===== src/rtl/qspi_seq_pkg.sv =====
// Shared types and constants for the QSPI command sequencer.
package qspi_seq_pkg;

    typedef enum logic [2:0] {
        IDLE      = 3'd0,
        CFG0      = 3'd1,
        CFG1      = 3'd2,
        START     = 3'd3,
        XFER      = 3'd4,
        WAIT_DONE = 3'd5
    } seq_state_t;

    // Controller config register select values
    localparam logic CFG_ADDR_INSTR = 1'b0;
    localparam logic CFG_ADDR_ADDR  = 1'b1;

    // Width of the optional transfer watchdog
    localparam int unsigned WDOG_BITS = 16;

endpackage


===== src/rtl/qspi_seq_fifo.sv =====
// Read-data FIFO: synchronous, power-of-two depth, flushed by active-low async reset.
module qspi_seq_fifo #(
    parameter int unsigned DATA_BITS  = 32,
    parameter int unsigned FIFO_DEPTH = 8
) (
    input  logic                 clk,
    input  logic                 reset,
    input  logic                 i_push,
    input  logic [DATA_BITS-1:0] i_data,
    input  logic                 i_pop,
    output logic [DATA_BITS-1:0] o_data,
    output logic                 o_full,
    output logic                 o_empty
);

    localparam int unsigned AW = $clog2(FIFO_DEPTH);
    localparam logic [AW:0] DEPTH_L = (AW+1)'(FIFO_DEPTH);

    logic [DATA_BITS-1:0] r_mem [FIFO_DEPTH];
    logic [AW-1:0]        r_wptr;
    logic [AW-1:0]        r_rptr;
    logic [AW:0]          r_count;
    logic                 w_push;
    logic                 w_pop;

    assign o_full  = (r_count == DEPTH_L);
    assign o_empty = (r_count == '0);
    assign w_push  = i_push && !o_full;
    assign w_pop   = i_pop && !o_empty;
    // Head is forced to zero while empty so the output is clean after reset
    assign o_data  = o_empty ? '0 : r_mem[r_rptr];

    // Storage write; contents need no reset since pointers gate visibility
    always_ff @(posedge clk) begin
        if (w_push) begin
            r_mem[r_wptr] <= i_data;
        end
    end

    // Pointer and occupancy tracking; simultaneous push/pop keeps count
    always_ff @(posedge clk or negedge reset) begin
        if (!reset) begin
            r_wptr  <= '0;
            r_rptr  <= '0;
            r_count <= '0;
        end else begin
            if (w_push) r_wptr <= r_wptr + 1'b1;
            if (w_pop)  r_rptr <= r_rptr + 1'b1;
            case ({w_push, w_pop})
                2'b10:   r_count <= r_count + 1'b1;
                2'b01:   r_count <= r_count - 1'b1;
                default: r_count <= r_count;
            endcase
        end
    end

endmodule


===== src/rtl/qspi_cmd_sequencer.sv =====
// Host command front-end for top_qspi_controller: writes both config
// registers, pulses start, then streams tx words or buffers rx words.
// Optional build macro QSPI_SEQ_TIMEOUT_EN enables a 16-bit transfer watchdog.
module qspi_cmd_sequencer
    import qspi_seq_pkg::*;
#(
    parameter int unsigned DATA_BITS      = 32,
    parameter int unsigned SHIFT_REG_BITS = 32,
    parameter int unsigned DIVIDER_WIDTH  = 8,
    parameter int unsigned NSLAVE         = 4,
    parameter int unsigned LEN_BITS       = 5,
    parameter int unsigned FIFO_DEPTH     = 8
) (
    input  logic                      clk,
    input  logic                      reset,
    input  logic                      cmd_valid,
    output logic                      cmd_ready,
    input  logic                      cmd_rw,
    input  logic [SHIFT_REG_BITS-1:0] cmd_cfg,
    input  logic [SHIFT_REG_BITS-1:0] cmd_addr,
    input  logic [LEN_BITS-1:0]       cmd_len,
    input  logic [$clog2(NSLAVE)-1:0] cmd_cs,
    input  logic [DIVIDER_WIDTH-1:0]  cmd_dvsr,
    input  logic                      cmd_cpol,
    input  logic                      cmd_cpha,
    output logic                      cmd_done,
    output logic                      cmd_err,
    input  logic [DATA_BITS-1:0]      wr_data,
    input  logic                      wr_valid,
    output logic                      wr_ready,
    output logic [DATA_BITS-1:0]      rd_data,
    output logic                      rd_valid,
    input  logic                      rd_ready,
    output logic                      config_write,
    output logic                      config_addr,
    output logic [SHIFT_REG_BITS-1:0] config_data,
    output logic                      start,
    output logic                      cpol,
    output logic                      cpha,
    output logic [DIVIDER_WIDTH-1:0]  dvsr,
    output logic [$clog2(NSLAVE)-1:0] cs_num,
    output logic [DATA_BITS-1:0]      tx_data,
    output logic                      tx_valid,
    input  logic                      tx_ready,
    input  logic [DATA_BITS-1:0]      rx_data,
    input  logic                      data_valid,
    output logic                      data_ready,
    input  logic                      busy,
    input  logic                      done
);

    localparam int unsigned CS_W = $clog2(NSLAVE);

    seq_state_t                r_state;
    seq_state_t                w_next;
    logic                      r_rw;
    logic [SHIFT_REG_BITS-1:0] r_cfg;
    logic [SHIFT_REG_BITS-1:0] r_addr;
    logic [LEN_BITS-1:0]       r_len;
    logic [CS_W-1:0]           r_cs;
    logic [DIVIDER_WIDTH-1:0]  r_dvsr;
    logic                      r_cpol;
    logic                      r_cpha;
    logic [LEN_BITS-1:0]       r_word_cnt;
    logic                      r_cmd_done;
    logic                      r_cmd_err;

    logic w_cmd_hs;
    logic w_tx_hs;
    logic w_rx_hs;
    logic w_xfer_hs;
    logic w_last;
    logic w_fin;
    logic w_fin_err;
    logic w_fifo_full;
    logic w_fifo_empty;
    logic w_unused;

    // The controller busy flag carries no information the done pulse lacks
    assign w_unused = busy;

    assign w_cmd_hs  = cmd_valid && (r_state == IDLE);
    assign w_tx_hs   = (r_state == XFER) && !r_rw && wr_valid && tx_ready;
    assign w_rx_hs   = (r_state == XFER) && r_rw && data_valid && !w_fifo_full;
    assign w_xfer_hs = w_tx_hs || w_rx_hs;
    assign w_last    = w_xfer_hs && ((r_word_cnt + 1'b1) == r_len);

    assign cmd_done = r_cmd_done;
    assign cmd_err  = r_cmd_err;
    assign cpol     = r_cpol;
    assign cpha     = r_cpha;
    assign dvsr     = r_dvsr;
    assign cs_num   = r_cs;
    assign rd_valid = !w_fifo_empty;

`ifdef QSPI_SEQ_TIMEOUT_EN
    logic [WDOG_BITS-1:0] r_wdog;
    logic                 w_wdog_expire;

    assign w_wdog_expire = ((r_state == XFER) || (r_state == WAIT_DONE)) && (r_wdog == '1);

    // Watchdog: restarts on state entry and on every data handshake
    always_ff @(posedge clk or negedge reset) begin
        if (!reset) begin
            r_wdog <= '0;
        end else if ((w_next != r_state) || w_xfer_hs) begin
            r_wdog <= '0;
        end else if ((r_state == XFER) || (r_state == WAIT_DONE)) begin
            r_wdog <= r_wdog + 1'b1;
        end
    end
`endif

    // State register
    always_ff @(posedge clk or negedge reset) begin
        if (!reset) begin
            r_state <= IDLE;
        end else begin
            r_state <= w_next;
        end
    end

    // Next-state and completion decode
    always_comb begin
        w_next    = r_state;
        w_fin     = 1'b0;
        w_fin_err = 1'b0;
        unique case (r_state)
            IDLE: begin
                if (w_cmd_hs) begin
                    if ((cmd_len == '0) || (cmd_rw && !w_fifo_empty)) begin
                        w_fin     = 1'b1;
                        w_fin_err = 1'b1;
                    end else begin
                        w_next = CFG0;
                    end
                end
            end
            CFG0:  w_next = CFG1;
            CFG1:  w_next = START;
            START: w_next = XFER;
            XFER: begin
                // done with the final handshake in the same cycle is a clean finish
                if (done) begin
                    w_next    = IDLE;
                    w_fin     = 1'b1;
                    w_fin_err = !w_last;
                end else if (w_last) begin
                    w_next = WAIT_DONE;
                end
            end
            WAIT_DONE: begin
                if (done) begin
                    w_next = IDLE;
                    w_fin  = 1'b1;
                end
            end
            default: w_next = IDLE;
        endcase
`ifdef QSPI_SEQ_TIMEOUT_EN
        if (w_wdog_expire && !w_fin) begin
            w_next    = IDLE;
            w_fin     = 1'b1;
            w_fin_err = 1'b1;
        end
`endif
    end

    // Controller and host handshake outputs decoded from state
    always_comb begin
        cmd_ready    = (r_state == IDLE);
        config_write = (r_state == CFG0) || (r_state == CFG1);
        config_addr  = (r_state == CFG1) ? CFG_ADDR_ADDR : CFG_ADDR_INSTR;
        config_data  = '0;
        if (r_state == CFG0) config_data = r_cfg;
        if (r_state == CFG1) config_data = r_addr;
        start        = (r_state == START);
        tx_data      = '0;
        tx_valid     = 1'b0;
        wr_ready     = 1'b0;
        data_ready   = 1'b0;
        if (r_state == XFER) begin
            if (r_rw) begin
                data_ready = !w_fifo_full;
            end else begin
                tx_data  = wr_data;
                tx_valid = wr_valid;
                wr_ready = tx_ready;
            end
        end
    end

    // Command latch, word counter and completion pulse
    always_ff @(posedge clk or negedge reset) begin
        if (!reset) begin
            r_rw       <= 1'b0;
            r_cfg      <= '0;
            r_addr     <= '0;
            r_len      <= '0;
            r_cs       <= '0;
            r_dvsr     <= '0;
            r_cpol     <= 1'b0;
            r_cpha     <= 1'b0;
            r_word_cnt <= '0;
            r_cmd_done <= 1'b0;
            r_cmd_err  <= 1'b0;
        end else begin
            r_cmd_done <= w_fin;
            r_cmd_err  <= w_fin && w_fin_err;
            if (w_cmd_hs) begin
                r_rw       <= cmd_rw;
                r_cfg      <= cmd_cfg;
                r_addr     <= cmd_addr;
                r_len      <= cmd_len;
                r_cs       <= cmd_cs;
                r_dvsr     <= cmd_dvsr;
                r_cpol     <= cmd_cpol;
                r_cpha     <= cmd_cpha;
                r_word_cnt <= '0;
            end else if (w_xfer_hs) begin
                r_word_cnt <= r_word_cnt + 1'b1;
            end
        end
    end

    qspi_seq_fifo #(
        .DATA_BITS  (DATA_BITS),
        .FIFO_DEPTH (FIFO_DEPTH)
    ) u_fifo (
        .clk     (clk),
        .reset   (reset),
        .i_push  (w_rx_hs),
        .i_data  (rx_data),
        .i_pop   (rd_ready),
        .o_data  (rd_data),
        .o_full  (w_fifo_full),
        .o_empty (w_fifo_empty)
    );

endmodule


===== config.mk =====
export PLATFORM = sky130hd
export DESIGN_NAME = qspi_cmd_sequencer
export DESIGN_NICKNAME = d
export VERILOG_FILES = /design/src/rtl/qspi_seq_pkg.sv /design/src/rtl/qspi_seq_fifo.sv /design/src/rtl/qspi_cmd_sequencer.sv
export SDC_FILE = /design/constraint.sdc
export NUM_CORES = 1
export LEC_CHECK = 0
export CORE_MARGIN = 2
export CORE_UTILIZATION = 52
export CTS_CLUSTER_DIAMETER = 100
export DETAILED_ROUTE_END_ITERATION = 6
export HOLD_SLACK_MARGIN = 0.1
export MAX_ROUTING_LAYER = met4
export PLACE_DENSITY = 0.88
export SETUP_SLACK_MARGIN = 0.05
export SLEW_MARGIN = 10
export SYNTH_ARGS = -nofsm -noshare
export SYNTH_HDL_FRONTEND = slang
export SYNTH_SLANG_ARGS = --single-unit

===== constraint.sdc =====
create_clock -name clk -period 6.52 [get_ports clk]
set_clock_uncertainty 0.1 [all_clocks]
set_input_delay 1.304 -clock clk [delete_from_list [all_inputs] [get_ports clk]]
set_output_delay 1.304 -clock clk [all_outputs]
set_load 0.005 [all_outputs]

==> summary.txt, run 1 <==
Yosys
  – Top cells by area, synth: edfxtp_1, dfrtp_1, mux4_2
  – EDFF count, synth: 256
  – Seq/Total Area, Yosys: 70.6%
  – Synth warn: 0
  – Post-Synth Adder-Cell Area: 0.655%
  – Xor/xnor share of the synthesized area: 1.09%
  – Main flop type after synthesis: edfxtp_1
  – Post-synthesis mux area share: 18.7%
  – Fraction of post-synthesis cell area in the top cell type by area: 53.0%
  – Syn_nets: 947
  – Area fraction in compound gates after synthesis: 2.66%
  – List of most frequent post-synthesis cells: edfxtp_1, dfrtp_1, mux2_2, mux4_2, nor2_1
  – Top-count cell post-synth: edfxtp_1
  – Avg Cell Area, Syn: 18.5 µm²
  – Cell taking the most area after synthesis: edfxtp_1
  – Post-synthesis register bit count: 358
  – Fraction of registers with async set/reset: 28.5%
  – Simple-gate share of the synthesized area: 4.67%
  – Post-synthesis cell count: 785
  – Largest family of logic cells by synthesized area: multiplexers
  – Mapped cell area: 14,500 µm²
  – Yosys cell types: 43

Die
  – Cell Rows: 61
  – Chip Width: 171 µm
  – Starting Density: 52.5%
  – Die H: 171 µm
  – I/O Pins: 273
  – Die Area: 29,300 µm²
  – Core box area: 27,600 µm²

STA
  – Setup TNS: 0 ns
  – Fin. max-slew vios: 0
  – Max-slew headroom: 29.5%
  – Hold Vio Cnt, Final: 0
  – RSZ-0062 raised after global routing: no
  – Worst-margin pin slew: 1.06 ns
  – Tmin final: 4.78 ns
  – Post-route clock period utilization: 73.2%
  – Max Clk Rate: 209 MHz
  – # setup viols final: 0

CTS
  – Num CTS Buffers: 36
  – Maximum buffer depth of the clock tree: 3
  – CTS clock-pin slew for the worst setup and hold paths: 0.06 ns
  – Hold buffer count at CTS: 0
  – Clk Latency, worst-skew pair: 0.52 ns
  – H-tree depth: 2
  – CTS sink cnt: 358
  – CTS Root Cell: clkbuf_16
  – TritonCTS clock tree: built
  – Setup Buffers After CTS: 0
  – Cts repair resizes: 0

Critical path
  – Worst path slowest cell: dfrtp_4
  – Crit path buffers/inverters: 2
  – Critical path class: reg2out
  – CP Launch Type: flop
  – Crit-path cells: buf_4 > mux4_2 > mux2i_1 > nor2_1 > clkdlybuf4s50_1
  – Crit path DAT: 3.37 ns
  – Crit end category: output port
  – CP delay by family, top: flip-flops
  – Delay of the slowest critical-path stage: 1.10 ns
  – CP max FO: 54
  – CP required: 5.12 ns

Power and ir drop
  – Leak: 6.68 nW
  – Clock power share: 25.1%
  – Total power: 7.74 mW
  – Internal power: 5.54 mW
  – Cell Pwr Density: 412 nW/µm²
  – Comb power frac: 34.1%
  – Net Sw Frac: 28.4%
  – Net Sw Power: 2.20 mW
  – Sequential share of power: 40.8%
  – VDD IR max: 309 µV

Hold path
  – HP Class: reg2reg

Place
  – Placed wire-length estimate: 20,000 µm
  – # port buffers: 271
  – RePlAce Congestion: 0.747

Final layout
  – Fillers: 1,783
  – Final Net Count: 1,230
  – Syn-to-layout area delta: 29.5%
  – Share of cells above drive strength 1: 20.4%

Run
  – Max Cap Viol: 0

Route
  – Drc violations: 0
  – WL/cell: 21.9 µm
  – DR vias: 8,174
  – Drt pass-1 iters: 5
  – Routed Antenna Nets: 0
  – Final WL: 32,300 µm
  – Initial DRC Count: 488
  – Post-DR vias/cell: 5.55

GRT
  – First-pass GRT wire length: 49,000 µm
  – Overall global routing resource usage: 23.0%
  – Total grt overflow: 0
  – Pin count of the biggest net entering global routing: 56
  – Initial antenna violation count: 0
  – Number of global-route vias before repair: 8,708

Run status
  – Outcome: completed
## final timing paths
kind | startpoint | end | slack [ns] | depth (start not counted)
max in group asynchronous | reset | r_addr[22]$_DFFE_PN0P_ | 4.49 | 2
worst min register to register | r_cfg[2]$_DFFE_PN0P_ | r_cfg[2]$_DFFE_PN0P_ | 0.39 | 1
worst max register to register | r_state[0]$_DFFE_PN0P_ | u_fifo.r_mem[4][28]$_DFFE_PP_ | 3.32 | 6
worst min-delay path | r_cfg[2]$_DFFE_PN0P_ | r_cfg[2]$_DFFE_PN0P_ | 0.39 | 1
worst max-delay path | u_fifo.r_rptr[0]$_DFFE_PN0P_ | rd_data[20] | 1.74 | 5
min in group asynchronous | reset | r_cfg[11]$_DFFE_PN0P_ | 0.71 | 1
## stage by stage
stage	worst slack [ns]	area [µm²]	hold slack [ns]	utilization [%]	instances
4_1_cts	1.63	18800	0.390	68.0	1472
5_1_grt	1.46	18800	0.410	68.0	1472
3_5_place_dp	2.20	17700	0.376	64.0	1408
2_1_floorplan	0.972	14500	0.359	-	785
6_report	1.74	18800	0.387	68.0	1473
3_3_place_gp	2.26	17700	0.367	64.0	1408
## cell families after synthesis
family | count (synthesis)
DFF | 358
muxes | 181
and+or+nand+nor | 126
buffers and inverters | 48
AOI/OAI and AO/OA | 47
xor gates and xnor gates | 18
adders and majority gates | 7
## metal layers
| metal | vias to the layer above | part of all wire (%) | GRT usage (%) |
|---|---|---|---|
| li1 | 3623 | - | - |
| met1 | 4205 | 39 | 28.3 |
| met2 | 300 | 52 | 38.3 |
| met3 | 46 | 7.7 | 6.20 |
| met4 | 0 | 1.7 | 5.56 |
| met5 | - | 0 | - |
## state kept, by name, summed over array words and instances (netlist names)
| name | flops |
|---|---|
| cmd_done | 1 |
| cmd_err | 1 |
| cpha | 1 |
| cpol | 1 |
| cs_num | 2 |
| dvsr | 8 |
| r_addr | 32 |
| r_cfg | 32 |
| r_len | 5 |
| r_rw | 1 |
| r_state | 3 |
| r_word_cnt | 5 |
| u_fifo.r_count | 4 |
| u_fifo.r_mem | 256 |
| u_fifo.r_rptr | 3 |
| u_fifo.r_wptr | 3 |
## final cells by class
type                            count  area, µm²  area share [%]
Sequential cell                   358      10200            54.5
Multi-Input combinational cell    379       4100            21.8
Timing Repair Buffer              288       2840            15.1
Clock buffer                       51        967            5.15
Tap cell                          378        473            2.52
Clock inverter                     13        143           0.759
Inverter                            5       18.8          0.0999
Antenna cell                        1       2.50          0.0133
## power by group through the flow
| stage | registers [mW] | logic, mW | clock network, mW |
|---|---|---|---|
| floorplan | 2.97 | 1.64 | 0 |
| global placement | 3.18 | 2.57 | 0 |
| detailed placement | 3.21 | 2.63 | 0 |
| CTS | 3.17 | 2.66 | 1.99 |
| global route | 3.22 | 2.84 | 2.08 |
| finish | 3.16 | 2.64 | 1.95 |
## cells in the final DEF, fill, tap and decap left out, types with 18 or more instances in the layout
master and count:
a22o_1 32, and2_1 38, buf_4 18, clkbuf_16 36
clkdlybuf4s50_1 270, dfrtp_1 99, edfxtp_1 256, mux2_2 73
mux2i_1 33, mux4_2 64, nor2_1 41
(Power assumes the default switching activity.)
==> inputs of run 2 (changes only) <==
CORE_UTILIZATION = 47   (was 52)
PLACE_DENSITY = 0.84   (was 0.88)
clock period = 4.15 ns   (was 6.52 ns; I/O delays follow)
==> run 2 against run 1 <==
Utilization is 5.0 points lower. Die area is 10% higher. Via count is 0.35% lower. Highest routed layer unchanged. Flip-flop and latch count stayed put. Largest cell class unchanged. Global-route usage is 2.5 points lower. Wire length is 0.34% lower.
==> summary.txt, run 2 (synthesis gave the netlist of run 1 again) <==
Run status
  – Outcome: completed

Final layout
  – Most common cell after layout, fill and taps aside: clkdlybuf4s50_1
  – Multi-input gate area: 4110 µm²
  – Largest regs: u_fifo.r_mem: 256 flops, r_addr: 32 flops, r_cfg: 32 flops
  – Flip-flop count of the largest register after layout: 256
  – Most frequent cells in the layout: clkdlybuf4s50_1, edfxtp_1, dfrtp_1
  – Finished Cell Area: 19,200 µm²
  – Register Area: 10,200 µm²
  – Syn-to-layout area delta: 32.3%
  – Largest register by flop count: u_fifo.r_mem
  – Share of cells above drive strength 1: 22.1%
  – Final Net Count: 1,243
  – Fillers: 2,082
  – Ant. Diodes: 0

Critical path
  – CP Launch Type: flop
  – Worst path slowest cell: dfrtp_4
  – Crit path buffers/inverters: 2
  – Delay of the slowest critical-path stage: 0.61 ns
  – Crit end category: output port
  – CP required: 3.22 ns
  – CP max FO: 42
  – Critical path class: reg2out
  – Crit-path cells: buf_12 > mux4_2 > mux2i_1 > nor2_1 > clkdlybuf4s50_1
  – CP delay by family, top: buffers and inverters
  – Crit path DAT: 2.82 ns

Route
  – Routed Antenna Nets: 0
  – Initial DRC Count: 567
  – Post-DR vias/cell: 5.41
  – WL/cell: 21.4 µm
  – DR vias: 8,145
  – Drt pass-1 iters: 5
  – Final WL: 32,200 µm
  – Drc violations: 0

STA
  – Fin. max-slew vios: 0
  – Hold Vio Cnt, Final: 0
  – Max-slew headroom: 40.2%
  – RSZ-0062 raised after global routing: no
  – Final WS setup: 0.399 ns
  – Tmin final: 3.75 ns
  – Post-route clock period utilization: 90.4%
  – Max Clk Rate: 267 MHz
  – # setup viols final: 0
  – Worst-margin pin slew: 0.897 ns

Place
  – Pre-CTS setup slack: 0.643 ns
  – # port buffers: 271
  – RePlAce Congestion: 0.730
  – Placed cell area: 17,900 µm²
  – Placed wire-length estimate: 21,000 µm

CTS
  – Maximum buffer depth of the clock tree: 3
  – Cts repair resizes: 0
  – CTS Root Cell: clkbuf_16
  – Setup Buffers After CTS: 0
  – Clk Latency, worst-skew pair: 0.52 ns
  – CTS clock-pin slew for the worst setup and hold paths: 0.06 ns
  – Num CTS Buffers: 37
  – Hold buffer count at CTS: 0
  – TritonCTS clock tree: built
  – H-tree depth: 2
  – CTS sink cnt: 358

GRT
  – Overall global routing resource usage: 20.5%
  – First-pass GRT wire length: 50,200 µm
  – Pin count of the biggest net entering global routing: 72
  – Number of global-route vias before repair: 8,930
  – Total grt overflow: 0
  – Initial antenna violation count: 0

Power and ir drop
  – Leak: 6.87 nW
  – Cell Pwr Density: 662 nW/µm²
  – VDD IR max: 439 µV

Die
  – Starting Density: 47.6%
  – Chip Width: 180 µm
  – I/O Pins: 273
  – Cell Rows: 64
  – Die H: 180 µm
  – Die Area: 32,300 µm²
  – Core box area: 30,500 µm²

Hold path
  – HP Class: in2async

Run
  – Max Cap Viol: 0
==> run 2: cell types whose count changed in the layout (fill, tap and decap cells not counted), moves of 2 or more <==
cell / delta
buf_12: +6
buf_4: +6
bufinv_16: +6
clkbuf_1: -7
clkbuf_16: +2
clkinv_2: +2
==> run 2: path summary, 6_finish.rpt <==
check,endpoint,cells past startpoint,startpoint,slack [ns]
worst max register to register,u_fifo.r_count[3]$_DFFE_PN0P_,11,u_fifo.r_count[3]$_DFFE_PN0P_,1.20
worst min register to register,r_cfg[1]$_DFFE_PN0P_,1,r_cfg[1]$_DFFE_PN0P_,0.38
worst max-delay path,rd_data[20],5,u_fifo.r_rptr[0]$_DFFE_PN0P_,0.40
max in group asynchronous,r_cfg[23]$_DFFE_PN0P_,2,reset,2.63
min in group clk,r_cfg[1]$_DFFE_PN0P_,1,r_cfg[1]$_DFFE_PN0P_,0.38
worst min-delay path,cs_num[1]$_DFFE_PN0P_,1,reset,0.35
==> run 2: layout make-up <==
class	instances	share of cell area, %
inverter	5	0.0977
timing repair buffer	300	15.6
multi-input combinational	379	21.4
tap	396	2.58
sequential	358	53.4
clock buffer	46	5.16
clock inverter	22	1.75
==> run 2: per-layer routing <==
metal | GRT usage [%] | vias up | share of wire [%]
met2 | 33.8 | 316 | 50
li1 | - | 3641 | -
met4 | 5.01 | 0 | 1.9
met3 | 4.62 | 49 | 6.9
met5 | - | - | 0
met1 | 26.1 | 4139 | 41
==> run 2: where the power goes <==
part | internal (mW) | total, mW | switching [mW]
clock network | 2.21 | 3.56 | 1.34
registers | 4.35 | 4.83 | 0.473
logic | 2.64 | 4.33 | 1.69
==> run 2: per-stage QoR <==
step | instances | utilization (%) | power (mW) | hold WS (ns) | TNS, ns
detailed placement | 1438 | 58.6 | 9.26 | 0.376 | 0
floorplan | 785 | - | 7.23 | 0.359 | -8.66
global placement | 1438 | 58.6 | 9.14 | 0.368 | 0
finish | 1506 | 62.9 | 12.7 | 0.354 | 0
global route | 1506 | 62.9 | 13.3 | 0.406 | 0
CTS | 1506 | 62.9 | 12.9 | 0.373 | 0
